## config.mk

```make
export PLATFORM = sky130hd
export DESIGN_NAME = ysyx_24120013_ifetch
export DESIGN_NICKNAME = d
export VERILOG_FILES = /design/src/rtl/ysyx_24120013_pkg.sv /design/src/rtl/ysyx_24120013_perf_cnt.sv /design/src/rtl/ysyx_24120013_ifetch.sv
export SDC_FILE = /design/constraint.sdc
export NUM_CORES = 1
export LEC_CHECK = 0
export ABC_AREA = 1
export CELL_PAD_IN_SITES_DETAIL_PLACEMENT = 2
export CELL_PAD_IN_SITES_GLOBAL_PLACEMENT = 2
export CORE_AREA = 2 2 161 163
export DETAILED_ROUTE_END_ITERATION = 12
export DIE_AREA = 0 0 163 165
export PLACE_DENSITY = 0.88
export SYNTH_ARGS = -nofsm -noshare
export SYNTH_HDL_FRONTEND = slang
export SYNTH_SLANG_ARGS = --single-unit
```

## constraint.sdc

```tcl
create_clock -name clk -period 7.4 [get_ports clk]
set_clock_uncertainty 0.05 [all_clocks]
set_input_delay 1.11 -clock clk [delete_from_list [all_inputs] [get_ports clk]]
set_output_delay 1.11 -clock clk [all_outputs]
set_load 0.005 [all_outputs]
```

## src/rtl/ysyx_24120013_pkg.sv

```systemverilog
// Shared types and constants for the ysyx_24120013 instruction fetch slice.
// Holds the fetch FSM state encoding, default widths and the boot address.
package ysyx_24120013_pkg;

  localparam int          DEF_ADDR_WIDTH = 32;
  localparam int          DEF_DATA_WIDTH = 32;
  localparam logic [31:0] DEF_RESET_PC   = 32'h8000_0000;
  localparam int          PERF_WIDTH     = 32;
  localparam int          PC_STEP        = 4;

  typedef enum logic [1:0] {
    IDLE = 2'd0,
    REQ  = 2'd1,
    WAIT = 2'd2,
    HOLD = 2'd3
  } ifu_state_e;

  // Cycles spent waiting on the instruction bus count as fetch stalls.
  function automatic logic is_bus_busy(input ifu_state_e s);
    return (s == REQ) || (s == WAIT);
  endfunction

endpackage

```

## src/rtl/ysyx_24120013_perf_cnt.sv

```systemverilog
// Free-running enable counter used for fetch performance statistics.
// Wraps silently at 2^WIDTH.
module ysyx_24120013_perf_cnt
  import ysyx_24120013_pkg::*;
#(
  parameter int WIDTH = PERF_WIDTH
) (
  input  logic             clk,
  input  logic             rst,
  input  logic             en,
  output logic [WIDTH-1:0] cnt
);

  logic [WIDTH-1:0] cnt_reg;

  always_ff @(posedge clk or posedge rst) begin
    if (rst) begin
      cnt_reg <= '0;
    end else if (en) begin
      cnt_reg <= cnt_reg + WIDTH'(1);
    end
  end

  assign cnt = cnt_reg;

endmodule

```

## src/rtl/ysyx_24120013_ifetch.sv

```systemverilog
// Instruction fetch unit: one outstanding bus request, single-entry output hold.
// Define YSYX_24120013_IFU_PERF_EN to build the fetch/stall performance counters.
module ysyx_24120013_ifetch
  import ysyx_24120013_pkg::*;
#(
  parameter int                    ADDR_WIDTH = DEF_ADDR_WIDTH,
  parameter int                    DATA_WIDTH = DEF_DATA_WIDTH,
  parameter logic [ADDR_WIDTH-1:0] RESET_PC   = ADDR_WIDTH'(DEF_RESET_PC)
) (
  input  logic                  clk,
  input  logic                  rst,
  input  logic                  pc_jmp_en,
  input  logic [ADDR_WIDTH-1:0] pc_jmp_val,
  output logic                  imem_req_valid,
  input  logic                  imem_req_ready,
  output logic [ADDR_WIDTH-1:0] imem_req_addr,
  input  logic                  imem_rsp_valid,
  input  logic [DATA_WIDTH-1:0] imem_rsp_data,
  input  logic                  imem_rsp_err,
  output logic                  inst_valid,
  input  logic                  inst_ready,
  output logic [DATA_WIDTH-1:0] inst,
  output logic [ADDR_WIDTH-1:0] inst_pc,
  output logic                  inst_fault,
  output logic [31:0]           perf_fetch_cnt,
  output logic [31:0]           perf_stall_cnt
);

  localparam logic [ADDR_WIDTH-1:0] PC_INC = ADDR_WIDTH'(PC_STEP);

  ifu_state_e            state_reg, state_next;
  logic [ADDR_WIDTH-1:0] pc_reg, pc_next;
  logic                  flush_pend_reg, flush_pend_next;
  logic [ADDR_WIDTH-1:0] flush_pc_reg, flush_pc_next;
  logic [DATA_WIDTH-1:0] inst_reg, inst_next;
  logic [ADDR_WIDTH-1:0] inst_pc_reg, inst_pc_next;
  logic                  inst_fault_reg, inst_fault_next;

  logic                  drop_rsp;
  logic [ADDR_WIDTH-1:0] redir_pc;

  // A redirect arriving in the same cycle as the response still cancels it,
  // and the newest target always wins over an older stored one.
  assign drop_rsp = flush_pend_reg | pc_jmp_en;
  assign redir_pc = pc_jmp_en ? pc_jmp_val : flush_pc_reg;

  always_ff @(posedge clk or posedge rst) begin
    if (rst) begin
      state_reg      <= IDLE;
      pc_reg         <= RESET_PC;
      flush_pend_reg <= 1'b0;
      flush_pc_reg   <= RESET_PC;
      inst_reg       <= '0;
      inst_pc_reg    <= '0;
      inst_fault_reg <= 1'b0;
    end else begin
      state_reg      <= state_next;
      pc_reg         <= pc_next;
      flush_pend_reg <= flush_pend_next;
      flush_pc_reg   <= flush_pc_next;
      inst_reg       <= inst_next;
      inst_pc_reg    <= inst_pc_next;
      inst_fault_reg <= inst_fault_next;
    end
  end

  always_comb begin
    state_next      = state_reg;
    pc_next         = pc_reg;
    flush_pend_next = flush_pend_reg;
    flush_pc_next   = flush_pc_reg;
    inst_next       = inst_reg;
    inst_pc_next    = inst_pc_reg;
    inst_fault_next = inst_fault_reg;

    case (state_reg)
      IDLE: begin
        state_next = REQ;
        if (pc_jmp_en) begin
          pc_next = pc_jmp_val;
        end
      end

      REQ: begin
        // The request in flight keeps its address; the redirect is deferred.
        if (pc_jmp_en) begin
          flush_pend_next = 1'b1;
          flush_pc_next   = pc_jmp_val;
        end
        if (imem_req_ready) begin
          state_next = WAIT;
        end
      end

      WAIT: begin
        if (pc_jmp_en) begin
          flush_pend_next = 1'b1;
          flush_pc_next   = pc_jmp_val;
        end
        if (imem_rsp_valid) begin
          if (drop_rsp) begin
            pc_next         = redir_pc;
            flush_pend_next = 1'b0;
            state_next      = REQ;
          end else begin
            inst_next       = imem_rsp_data;
            inst_fault_next = imem_rsp_err;
            inst_pc_next    = pc_reg;
            state_next      = HOLD;
          end
        end
      end

      HOLD: begin
        // Redirect outranks the sequential step, even on a handshake cycle.
        if (pc_jmp_en) begin
          pc_next    = pc_jmp_val;
          state_next = REQ;
        end else if (inst_ready) begin
          pc_next    = pc_reg + PC_INC;
          state_next = REQ;
        end
      end

      default: begin
        state_next = IDLE;
      end
    endcase
  end

  assign imem_req_valid = (state_reg == REQ);
  assign imem_req_addr  = pc_reg;
  assign inst_valid     = (state_reg == HOLD) && !flush_pend_reg;
  assign inst           = inst_reg;
  assign inst_pc        = inst_pc_reg;
  assign inst_fault     = inst_fault_reg;

`ifdef YSYX_24120013_IFU_PERF_EN
  logic fetch_en;
  logic stall_en;

  assign fetch_en = inst_valid & inst_ready;
  assign stall_en = is_bus_busy(state_reg);

  ysyx_24120013_perf_cnt #(
    .WIDTH (32)
  ) u_fetch_cnt (
    .clk (clk),
    .rst (rst),
    .en  (fetch_en),
    .cnt (perf_fetch_cnt)
  );

  ysyx_24120013_perf_cnt #(
    .WIDTH (32)
  ) u_stall_cnt (
    .clk (clk),
    .rst (rst),
    .en  (stall_en),
    .cnt (perf_stall_cnt)
  );
`else
  assign perf_fetch_cnt = 32'd0;
  assign perf_stall_cnt = 32'd0;
`endif

endmodule

```

# Yosys cells after proc, flatten, opt, wreduce, memory -nomap -nowiden
# Cells that the tools add are included.
# totals
regBits	132
out_inout_bits	163
mem_bits_rw	0
mem_count	0
inputBits	71
latch_bits	0
wordCells	44
mem_bits_ro	0
# classes
shift	0
eq_ne	8
add_sub_neg	1
n_lt_le_gt_ge	0
n_bitwise	2
reduce_logical	9
mul	0
div	0
mux	17
# op_table
op	n
$mux 32	6
$pmux 32 s3	1
$add 32x3->32 const B	1
$mux 2	5
$pmux 2 s4	1
$ne 2x2->1 const B	3
$reduce_and 3->1	2
$reduce_and 5->1	1
$eq 2x2->1 const B	2
$mux 1	3
$ne 3x3->1 const B	1
$reduce_bool 3->1	1
$eq 2x1->1 const B	1
$logic_not 2->1	1
$ne 2x1->1 const B	1
$pmux 1 s2	1
$reduce_bool 2->1	1
$reduce_or 2->1	1
$logic_and 1x1->1	1
$logic_not 1->1	1
$not 1->1	1
$or 1x1->1	1

# Depth between registers and ports, before layout
# Gate-level depths: netlist of run 1.
# depth
depth_word	4
depth_mapped	11
ltp_nobuf	10

# Least setup slack after synthesis of run 1
# OpenSTA, ideal clock, no wires.
# synth_timing
path_kind	flip-flop to output port
startpoint	register state_reg[0]
endpoint	output port inst_valid
stages_incl_launch_ff	5
path_slack_ns	5.117
arrival_time_ns	1.123
required_ns	6.240
n_path_buf	1
path_cell_list	dfrtp_1 ha_1 inv_1 clkbuf_1 nor2_1
# synth_between
elab_chain_len	2
# synth_rtl
element	line_no	rtl
from (decl)	ysyx_24120013_ifetch.sv:31	ifu_state_e state_reg, state_next;
from (signal assigned)	ysyx_24120013_ifetch.sv:57	state_reg <= state_next;
$eq 2x2->1	ysyx_24120013_ifetch.sv:133	assign inst_valid = (state_reg == HOLD) && !flush_pend_reg;
$logic_and 1x1->1	ysyx_24120013_ifetch.sv:133	
to (decl)	ysyx_24120013_ifetch.sv:20	output logic inst_valid,
# No other way between the ends.

# Worst setup path in the final report of run 1
# layout_timing
startpoint	input port pc_jmp_en
endpoint	register pc_reg[10] (netlist: imem_req_addr[10])
# layout_between
elab_chain_len	4
word_cells_on_any_way	10
cone_classes	eq/ne (3); mux (5); bitwise (1); reduce/logical (1)
# layout_rtl
element	line_no	rtl
from (decl)	ysyx_24120013_ifetch.sv:12	input logic pc_jmp_en,
$mux 32	--	
$mux 32	ysyx_24120013_ifetch.sv:101	if (drop_rsp) begin
$mux 32	ysyx_24120013_ifetch.sv:100	if (imem_rsp_valid) begin
$pmux 32 s3	ysyx_24120013_ifetch.sv:76	case (state_reg)
to (signal assigned)	ysyx_24120013_ifetch.sv:58	pc_reg <= pc_next;
to (decl)	ysyx_24120013_ifetch.sv:32	logic [ADDR_WIDTH-1:0] pc_reg, pc_next;
# Parallel ways exist; a longest one is shown, timed or not. The select of a mux whose other input is x is not followed.
# A chain may end at the register's enable or synchronous reset.

==> results by group, run 1 <==
Logic synthesis
  • Count of mapped cells out of synthesis: between 800 and 900
  • Share of the synthesized netlist area taken by xor and xnor gates: 0%
  • Fraction of synthesized area in multiplexers: 6.79%
  • Area contributors post-synth: dfrtp_1 (47%), nand2_1 (11%), buf_4 (7.3%)
  • Top-area cell type share of the netlist area: a little under half
  • Cell taking the most area after synthesis: dfrtp_1
  • Main combinational cell family by area after synthesis: simple AND/OR/NAND/NOR gates
  • Register bit count reported by yosys: between 100 and 150
  • Leading register cell type out of synthesis: dfrtp_1
  • Yosys Warn Count: 0
  • Post-Syn Area per Cell: between 8 and 9 um^2
  • Sequential cell area fraction in the yosys report: between 40% and 50%
  • Unique cell type count in the Yosys netlist: 34
  • Post-synth EDFFs: 0
  • Netlist area before placement: around 0.0070 mm^2
  • Adder-cell share of the synthesized area: 1.08%
  • Synthesized-area fraction occupied by ao, oa, aoi and oai cells: around an eighth
  • Post-synth ARST share: between 90% and 100%
  • Post-synthesis share of cell area spent on and, or, nand and nor gates: a little under a fifth

Final layout
  • Final antenna diode count: 0
  • Proportion of layout cells with a drive suffix above 1: under 10%
  • Final #Nets: 1063
  • Synth-to-layout area growth: 33.8%
  • Number of filler instances in the final layout: 2796
  • Cell area after layout: ~0.0093 mm^2

Clocking
  • Root cell of the clock tree: clkbuf_16
  • H-tree levels: 4
  • Number of gates resized after CTS: 0
  • Num Clock Sinks: 132
  • TritonCTS clock tree: done
  • Largest buffer count on any clock path: 2
  • Skew-Pair Late Insertion Delay: 0.43 ns
  • Number of buffers created by CTS: 17
  • Clock edge transition at the registers on the reported setup and hold paths: around 0.06 ns
  • Number of buffers inserted to repair setup after CTS: 0
  • Hold_buf cts: 0

Timing
  • Clock period minus final worst setup slack: 3.59 ns
  • Setup TNS: 0 ns
  • Normalized max-slew margin: 33.1%
  • Period Utilization, post-route: between 40% and 50%
  • Final hold vios: 0
  • Endpoints failing setup: 0
  • Top achievable clock speed: ~280 MHz
  • Unrepaired setup endpoints after global routing: no
  • Number of slew-limit violations in the final report: 0
  • Slew at the pin with the worst max-slew slack: approximately 1.0 ns

Placement
  • Half-perimeter wire length of the detailed placement result: roughly 18 mm
  • Count of port buffers added during placement: 169
  • RD Place Congestion: 0.783
  • Cell Area, Placed: 0.00869 mm^2

Worst setup path
  • Maximum net fanout on the critical path: 24
  • Startpoint Class: input port
  • Crit. End Element: flip-flop
  • Critical path arrival: between 3 and 4 ns
  • Type of the worst setup path: in2reg
  • Required time worst endpoint: around 7.7 ns

Die
  • # rows: 58
  • Floorplan die area: approximately 0.027 mm^2
  • Die Width: 163 um
  • Initial core utilization: 27.8%
  • Vertical extent of the die: 165 um
  • Total core area: between 0.02 and 0.03 mm^2
  • IO Pins: around 230

Global routing
  • Number of global-route vias before repair: around 6700
  • Global-route wire length before repair: ~38 mm
  • Global-route total usage across every layer: a little under a fifth
  • Number of antenna violations at the first check in global routing: 0
  • Pin count of the biggest net entering global routing: 92
  • GRT Residual Overflow: 0

Power
  • Total leakage power: about 4.3 nW
  • Int Power: around 2.4 mW
  • Power density over the cells: between 400 and 500 mW/mm^2
  • Sequential power share: between 30% and 40%
  • Clock group share of total power: 23.9%
  • Maximum VDD drop: ~0.18 mV
  • Switching power: between 1 and 1.5 mW
  • Fraction of power spent switching nets: a little under two fifths
  • Combinational Power Share: roughly two fifths

Route
  • DRC viols: 0
  • Drt first-iter violations: 352
  • First-pass iteration count of the detailed router: 4
  • Detailed-route via count: 6188
  • Vias per cell: between 4 and 5
  • Wire length after detailed routing: between 20 and 25 mm
  • Antenna violation net count after detailed routing: 0
  • Drt wl/cell: 18.4 um

Min path
  • Hold crit path type: reg2reg

Flow run
  • Maxcap violations: 0

Run status
  • Outcome: finished clean
[layout make-up]
type	count	area [um^2]	area share, %
clock buffers	24	502	5.38
clock inverters	8	121	1.30
inverters	74	285	3.06
multi-input cells	588	2970	31.9
flip-flops and latches	132	3310	35.5
well taps	330	413	4.43
repair buffers	173	1720	18.5
[layer usage]
layer / global-route usage, % / routed length, um
met4: 7.12 / 530
met1: 22.8 / 10700
met5: 0 / 0
met3: 3.92 / 1420
met2: 32.2 / 11800
[metrics by stage]
step / cells / power, mW / hold WS [ns] / setup WS (ns) / utilization (%)
5_1_grt: 1329 / 4.05 / 0.445 / 3.57 / 37.2
3_5_place_dp: 1297 / 2.87 / 0.415 / 3.38 / 34.7
2_1_floorplan: 890 / 2.06 / 0.392 / 2.72 / -
4_1_cts: 1329 / 3.83 / 0.430 / 3.81 / 37.2
6_report: 1329 / 3.78 / 0.426 / 3.81 / 37.2
3_3_place_gp: 1297 / 2.77 / 0.406 / 3.69 / 34.7
[power groups by stage]
stage	Combinational (mW)	Sequential (mW)	Clock [mW]
2_1_floorplan	0.780	1.28	0
3_3_place_gp	1.44	1.33	0
3_5_place_dp	1.52	1.35	0
4_1_cts	1.56	1.35	0.923
5_1_grt	1.71	1.39	0.949
6_report	1.54	1.34	0.906
[worst max-delay path: stages]
cell and delay [ns]:
clkdlybuf4s50_1 0.46, buf_4 0.32, inv_4 0.16, nand2_2 0.30, inv_2 0.22, nor2_2 0.48, inv_1 0.24, o21ai_0 0.34
a21oi_1 0.11, o22ai_1 0.14
[cells in the final DEF, fill, tap and decap left out, drive strengths merged]
cell type      netlist  layout
o22ai                2       2
ha                   6       6
buf                 80       4
dfrtp              130     130
bufinv               0       3
a21oi               42      42
nand3               40      40
o221ai               2       2
clkinv               0       4
nor2                80      80
dfstp                2       2
a22oi                9       9
o31ai                6       6
clkinvlp             0       1
o211ai               2       2
clkbuf              16      24
nor3                 2       2
o21ai               89      89
conb                 1      64
clkdlybuf4s50        0     169
nand2              199     199
inv                 74      74
mux2                42      42
a21o                 2       2
a211oi               1       1
[kinds of logic after synthesis]
group / Yosys count
other: 1
DFF: 132
adders and majority gates: 6
muxes: 42
AOI/OAI and AO/OA: 155
buffers and inverters: 170
and+or+nand+nor: 321
[synth_stat cells (2+ instances only)]
cell and number:
nand2_1 196, dfrtp_1 130, o21ai_0 76, nor2_1 71, inv_1 69, buf_4 68
a21oi_1 41, mux2_2 39, nand3_1 38, clkbuf_1 16, o21ai_1 12, a22oi_1 9
buf_2 9, ha_1 6, o31ai_1 6, nor2_4 5, nor2_2 4, buf_6 3
inv_2 3, mux2_1 3, nand2_2 3, a21o_1 2, dfstp_2 2, inv_4 2
nor3_1 2, o211ai_1 2, o221ai_1 2, o22ai_1 2
[worst paths after layout]
path / end / cells past startpoint / slack (ns) / start
max in group asynchronous: flush_pend_reg / 3 / 4.73 / rst
setup / recovery: imem_req_addr[10] / 10 / 3.81 / pc_jmp_en
setup reg to reg: imem_req_addr[10] / 9 / 4.62 / state_reg[0]
min in group asynchronous: inst[0] / 2 / 1.10 / rst
hold reg to reg: flush_pc_reg[9] / 2 / 0.43 / flush_pc_reg[9]
hold / removal: flush_pc_reg[9] / 2 / 0.43 / flush_pc_reg[9]
Note: power is estimated with default switching activity, not from simulation.
==> run 2, diff against run 1 <==
--- a/config.mk
+++ b/config.mk
@@ -8,10 +8,10 @@
 export ABC_AREA = 1
 export CELL_PAD_IN_SITES_DETAIL_PLACEMENT = 2
 export CELL_PAD_IN_SITES_GLOBAL_PLACEMENT = 2
-export CORE_AREA = 2 2 161 163
+export CORE_AREA = 2 2 174 176
 export DETAILED_ROUTE_END_ITERATION = 12
-export DIE_AREA = 0 0 163 165
-export PLACE_DENSITY = 0.88
+export DIE_AREA = 0 0 176 178
+export PLACE_DENSITY = 0.8
 export SYNTH_ARGS = -nofsm -noshare
 export SYNTH_HDL_FRONTEND = slang
 export SYNTH_SLANG_ARGS = --single-unit
==> constraint.sdc (replaced) <==
create_clock -name clk -period 3.15 [get_ports clk]
set_clock_uncertainty 0.05 [all_clocks]
set_input_delay 0.4725 -clock clk [delete_from_list [all_inputs] [get_ports clk]]
set_output_delay 0.4725 -clock clk [all_outputs]
set_load 0.005 [all_outputs]
==> results by group, run 2 (same netlist as run 1, synthesis figures left out) <==
Run status
  • Outcome: finished clean

Final layout
  • Final antenna diode count: 0 (unchanged)
  • Synth-to-layout area growth: 36.4%
  • Proportion of layout cells with a drive suffix above 1: 10.4% (+0.72 points)
  • Final #Nets: 1071 (+0.75%)
  • Commonest non-fill, non-tap cell in the layout: nand2_1
  • Final design utilization: 32.3% (-4.9 points)
  • Most frequent cells in the layout: nand2_1 (196), clkdlybuf4s50_1 (169), dfrtp_1 (130), o21ai_0 (76), nor2_1 (71)

Power
  • Tot Pwr: 8.89 mW (+130%)
  • Power density over the cells: 936 mW/mm^2 (+130%)
  • Maximum VDD drop: 0.396 mV (+130%)
  • Total leakage power: 4.33 nW (+0.90%)

Route
  • DRC viols: 0 (unchanged)
  • Antenna violation net count after detailed routing: 0 (unchanged)
  • First-pass iteration count of the detailed router: 4 (unchanged)
  • Detailed-route via count: 6199 (+0.18%)
  • Wire length after detailed routing: 24.2 mm (-1.2%)
  • Vias per cell: 4.44 (-4.7%)
  • Drt first-iter violations: 316 (-10%)
  • Drt wl/cell: 17.3 um (-6.0%)

Timing
  • Period Utilization, post-route: between 80% and 90%
  • Setup TNS: 0 ns (unchanged)
  • Normalized max-slew margin: 60.7% (+28 points)
  • Top achievable clock speed: between 300 and 400 MHz
  • Clock period minus final worst setup slack: about 2.7 ns
  • Number of slew-limit violations in the final report: 0 (unchanged)
  • Slack of the critical path: 0.449 ns (-3.36 ns)
  • Endpoints failing setup: 0 (unchanged)
  • Unrepaired setup endpoints after global routing: no
  • Slew at the pin with the worst max-slew slack: 0.590 ns (-0.414 ns)
  • Worst hold margin: 0.369 ns (-0.0577 ns)
  • Final hold vios: 0 (unchanged)

Clocking
  • Skew-Pair Late Insertion Delay: 0.43 ns (about the same)
  • Number of buffers created by CTS: 17 (unchanged)
  • Clock edge transition at the registers on the reported setup and hold paths: 0.06 ns (about the same)
  • Number of gates resized after CTS: 0 (unchanged)
  • Largest buffer count on any clock path: 2 (unchanged)
  • Num Clock Sinks: 132 (unchanged)
  • Number of buffers inserted to repair setup after CTS: 0 (unchanged)
  • TritonCTS clock tree: done
  • Hold_buf cts: 0 (unchanged)
  • H-tree levels: 4 (unchanged)
  • Root cell of the clock tree: clkbuf_16

Placement
  • RD Place Congestion: 0.772 (-1.4%)
  • Worst setup timing slack at the placement stage: 0.361 ns (-3.02 ns)
  • Half-perimeter wire length of the detailed placement result: 18.3 mm (+3.3%)
  • Count of port buffers added during placement: 169 (unchanged)

Worst setup path
  • Critical path arrival: 2.18 ns (-1.70 ns)
  • Critical path's top delay family: buffers and inverters
  • Required time worst endpoint: 2.63 ns (-5.06 ns)
  • Crit. End Element: output pin
  • Startpoint Class: flip-flop
  • Cell breakdown of the critical path: ha_1 -> inv_1 -> nor2_1 -> clkdlybuf4s50_1
  • Type of the worst setup path: reg2out
  • Maximum net fanout on the critical path: 15 (-38%)
  • Buffers and inverters on the worst path: 2 (-3)
  • Cell with the largest stage delay on the worst path: clkdlybuf4s50_1
  • Stage delay of the slowest cell on the critical path: 0.49 ns (about the same)

Die
  • Vertical extent of the die: 178 um (+7.9%)
  • IO Pins: 234 (unchanged)
  • Initial core utilization: 23.7% (-4.1 points)
  • Die Width: 176 um (+8.0%)
  • Total core area: 0.0294 mm^2 (+17%)
  • Floorplan die area: 0.0313 mm^2 (+16%)
  • # rows: 63 (+8.6%)

Global routing
  • Number of global-route vias before repair: 6632 (-1.2%)
  • Number of antenna violations at the first check in global routing: 0 (unchanged)
  • Pin count of the biggest net entering global routing: 62 (-33%)
  • Global-route wire length before repair: 38.5 mm (+0.36%)
  • Global-route total usage across every layer: 15.8% (-2.8 points)
  • GRT Residual Overflow: 0 (unchanged)

Flow run
  • Maxcap violations: 0 (unchanged)

Min path
  • Hold crit path type: in2async
==> run 2: cell types whose count changed in the layout (fill, tap and decap cells not counted), sizes merged <==
cell      previous run  this run
buf                  4        12
bufinv               3         4
clkbuf              24        20
clkinvlp             1         4
==> run 2: worst paths after layout <==
kind,from,endpoint,slack [ns],cells after the start
max in group asynchronous,rst,flush_pc_reg[31],1.93,3
min in group clk,flush_pc_reg[26],flush_pc_reg[26],0.43,2
setup reg to reg,state_reg[0],imem_req_addr[19],0.77,9
hold / removal,rst,inst[27],0.37,2
hold reg to reg,flush_pc_reg[26],flush_pc_reg[26],0.43,2
setup / recovery,state_reg[0],inst_valid,0.45,4
==> run 2: routing by layer <==
| metal | up-vias | routed length (um) | track usage [%] |
|---|---|---|---|
| li1 | 2889 | - | - |
| met1 | 3082 | 11500 | 21.1 |
| met2 | 204 | 11100 | 25.8 |
| met3 | 24 | 1270 | 3.32 |
| met4 | 0 | 366 | 4.82 |
| met5 | - | 0 | 0 |
==> run 2: stage by stage <==
| step | area (um^2) | std cells |
|---|---|---|
| after floorplan | 7200 | 890 |
| after global placement | 8870 | 1365 |
| after detailed placement | 8870 | 1365 |
| after CTS | 9490 | 1397 |
| after global routing | 9490 | 1397 |
| final | 9490 | 1397 |
==> run 2: worst register-to-register path, stage by stage, from the launching register on <==
cell and delay [ns]:
dfrtp_1 0.43, inv_1 0.10, ha_1 0.36, inv_2 0.09, nor2_4 0.31, inv_2 0.11
o21ai_2 0.25, o21ai_0 0.29, nor2_1 0.18, a21oi_1 0.09
==> run 2: area by class of cell <==
type / instances / area [um^2]
clock buffers: 20 / 447
clock inverters: 12 / 179
fillers: 3306 / 19900
inverters: 74 / 287
multi-input cells: 588 / 2970
flip-flops and latches: 132 / 3310
well taps: 390 / 488
repair buffers: 181 / 1820
==> run 2: power breakdown <==
part	switching (mW)	leakage (nW)	internal, mW	total (mW)
combinational	1.83	2.38	1.76	3.59
clock	0.792	0.297	1.35	2.14
sequential	0.696	1.66	2.47	3.16
==> run 3, diff against run 2 <==
--- a/config.mk
+++ b/config.mk
@@ -8,10 +8,12 @@
 export ABC_AREA = 1
 export CELL_PAD_IN_SITES_DETAIL_PLACEMENT = 2
 export CELL_PAD_IN_SITES_GLOBAL_PLACEMENT = 2
-export CORE_AREA = 2 2 174 176
+export CORE_AREA = 2 2 156 196
+export CTS_CLUSTER_SIZE = 24
 export DETAILED_ROUTE_END_ITERATION = 12
-export DIE_AREA = 0 0 176 178
+export DIE_AREA = 0 0 158 198
 export PLACE_DENSITY = 0.8
+export RECOVER_POWER = 50
 export SYNTH_ARGS = -nofsm -noshare
 export SYNTH_HDL_FRONTEND = slang
 export SYNTH_SLANG_ARGS = --single-unit
==> results by group, run 3 (same netlist as run 1, synthesis figures left out) <==
Run status
  • Outcome: complete, but fails checks
  • Violated checks: capacitance limit, slew limit

Clocking
  • Hold_buf cts: 0 (unchanged)
  • Number of gates resized after CTS: 0 (unchanged)
  • H-tree levels: 4 (unchanged)
  • TritonCTS clock tree: done
  • Clock edge transition at the registers on the reported setup and hold paths: 0.07 ns (about the same)
  • Number of buffers inserted to repair setup after CTS: 0 (unchanged)
  • Skew-Pair Late Insertion Delay: 0.44 ns (about the same)
  • Largest buffer count on any clock path: 2 (unchanged)
  • Num Clock Sinks: 132 (unchanged)
  • Root cell of the clock tree: clkbuf_16
  • Number of buffers created by CTS: 17 (unchanged)

Placement
  • Half-perimeter wire length of the detailed placement result: 17.9 mm (-2.5%)
  • RD Place Congestion: 0.764 (-1.1%)
  • Cell Area, Placed: 0.00888 mm^2 (+0.13%)
  • Count of port buffers added during placement: 169 (unchanged)

Die
  • # rows: 71 (+13%)
  • Total core area: 0.0297 mm^2 (+0.92%)
  • Floorplan die area: 0.0313 mm^2 (-0.14%)
  • Vertical extent of the die: 198 um (+11%)
  • Die Width: 158 um (-10%)
  • IO Pins: 234 (unchanged)
  • Initial core utilization: 23.5% (-0.21 points)

Power
  • Int Power: 5.50 mW (-1.3%)
  • Clock group share of total power: 24.4% (+0.3 points)
  • Total leakage power: 4.38 nW (+1.2%)
  • Sequential power share: 35.7% (about the same)
  • Tot Pwr: 8.74 mW (-1.6%)
  • Power density over the cells: 921 mW/mm^2 (-1.6%)
  • Fraction of power spent switching nets: 37.1% (-0.21 points)
  • Combinational Power Share: 39.9% (-0.5 points)
  • Switching power: 3.25 mW (-2.2%)
  • Maximum VDD drop: 0.392 mV (-1.1%)

Worst setup path
  • Maximum net fanout on the critical path: 29 (+14)
  • Startpoint Class: input port
  • Crit. End Element: flip-flop
  • Required time worst endpoint: 3.41 ns (+0.78 ns)
  • Setup crit start: pc_jmp_en
  • Type of the worst setup path: in2reg
  • Critical path arrival: 2.88 ns (+0.70 ns)
  • Worst reg2reg path startpoint: state_reg[0]

Global routing
  • Number of global-route vias before repair: 6721 (+1.3%)
  • Pin count of the biggest net entering global routing: 133 (+110%)
  • Number of antenna violations at the first check in global routing: 0 (unchanged)
  • Global-route total usage across every layer: 15.6% (-0.22 points)
  • GRT Residual Overflow: 0 (unchanged)
  • Global-route wire length before repair: 37.4 mm (-2.8%)

Route
  • Drt wl/cell: 16.8 um (-3.3%)
  • Vias per cell: 4.31 (-2.8%)
  • DRC viols: 0 (unchanged)
  • First-pass iteration count of the detailed router: 4 (unchanged)
  • Topmost layer with routed signal wires: met4
  • Routed wire length on met3: 1.11 mm (-13%)
  • Wire length after detailed routing: 23.7 mm (-2.3%)
  • Antenna violation net count after detailed routing: 0 (unchanged)
  • Drt first-iter violations: 229 (-28%)
  • Routed wire length on met2: 12.2 mm (+10%)
  • Sum of routed wire segments on met1: 9.87 mm (-14%)
  • Detailed-route via count: 6087 (-1.8%)

Final layout
  • Proportion of layout cells with a drive suffix above 1: 10.7% (+0.27 points)
  • Final #Nets: 1074 (+0.28%)
  • Final antenna diode count: 0 (unchanged)
  • Synth-to-layout area growth: 36.3% (about the same)
  • Cell area after layout: 0.00949 mm^2 (about the same)
  • Commonest non-fill, non-tap cell in the layout: nand2_1
  • Most frequent cells in the layout: nand2_1 (196), clkdlybuf4s50_1 (135), dfrtp_1 (130), o21ai_0 (76), nor2_1 (71)

Min path
  • Hold crit path type: reg2reg
  • Hold Crit Start: flush_pc_reg[13]

Timing
  • Setup TNS: 0 ns (unchanged)
  • Final hold vios: 0 (unchanged)
  • Number of slew-limit violations in the final report: 133 (+133)
  • Unrepaired setup endpoints after global routing: no
  • Worst hold margin: 0.423 ns (+0.0545 ns)
  • Slew at the pin with the worst max-slew slack: 1.91 ns (+1.32 ns)
  • Top achievable clock speed: 381 MHz (+2.9%)
  • Normalized max-slew margin: -27.4% (-88 points)
  • Clock period minus final worst setup slack: 2.62 ns (-0.0768 ns)
  • Endpoints failing setup: 0 (unchanged)
  • Period Utilization, post-route: 83.3% (-2.4 points)

Flow run
  • Maxcap violations: 1 (+1)
run 3: layer usage:
metal / GRT usage, % / vias up
li1: - / 2879
met1: 18.3 / 3008
met2: 28.0 / 176
met3: 3.15 / 24
met4: 5.44 / 0
met5: 0 / -
run 3: area by class of cell:
| class | count | area (um^2) |
|---|---|---|
| Multi-Input combinational cell | 588 | 2970 |
| Fill cell | 3447 | 20200 |
| Sequential cell | 132 | 3310 |
| Tap cell | 401 | 502 |
| Inverter | 74 | 287 |
| Clock inverter | 13 | 183 |
| Timing Repair Buffer | 184 | 1800 |
| Clock buffer | 19 | 443 |
run 3: through the flow:
stage / utilization (%) / cells / setup WS [ns]
floorplan: - / 890 / 0.992
global placement: 29.9 / 1379 / 0.519
detailed placement: 29.9 / 1379 / 0.417
CTS: 32.0 / 1411 / 0.472
global route: 32.0 / 1411 / 0.305
finish: 32.0 / 1411 / 0.525
run 3: final timing paths:
kind                                     endpoint  slack [ns]  cells after the start
worst max-delay path             flush_pc_reg[24]        0.53                      7
worst min-delay path             flush_pc_reg[13]        0.42                      2
worst max register to register  imem_req_addr[28]        0.81                     10
worst min register to register   flush_pc_reg[13]        0.42                      2
max in group asynchronous       imem_req_addr[12]        0.66                      3
min in group asynchronous             inst_pc[16]        1.21                      3
run 3: critical path, stage by stage:
cell,delay (ns)
dlygate4sd3_1,0.74
clkbuf_1,0.83
nand2_1,0.11
buf_4,0.27
buf_4,0.25
nand2_1,0.10
o21ai_0,0.08
run 3: power by group through the flow:
| stage | logic [mW] | clock network, mW | registers [mW] |
|---|---|---|---|
| 3_5_place_dp | 3.59 | 0 | 3.17 |
| 5_1_grt | 3.94 | 2.26 | 3.25 |
| 2_1_floorplan | 1.83 | 0 | 3.00 |
| 6_report | 3.49 | 2.13 | 3.12 |
| 3_3_place_gp | 3.44 | 0 | 3.12 |
| 4_1_cts | 3.63 | 2.19 | 3.15 |
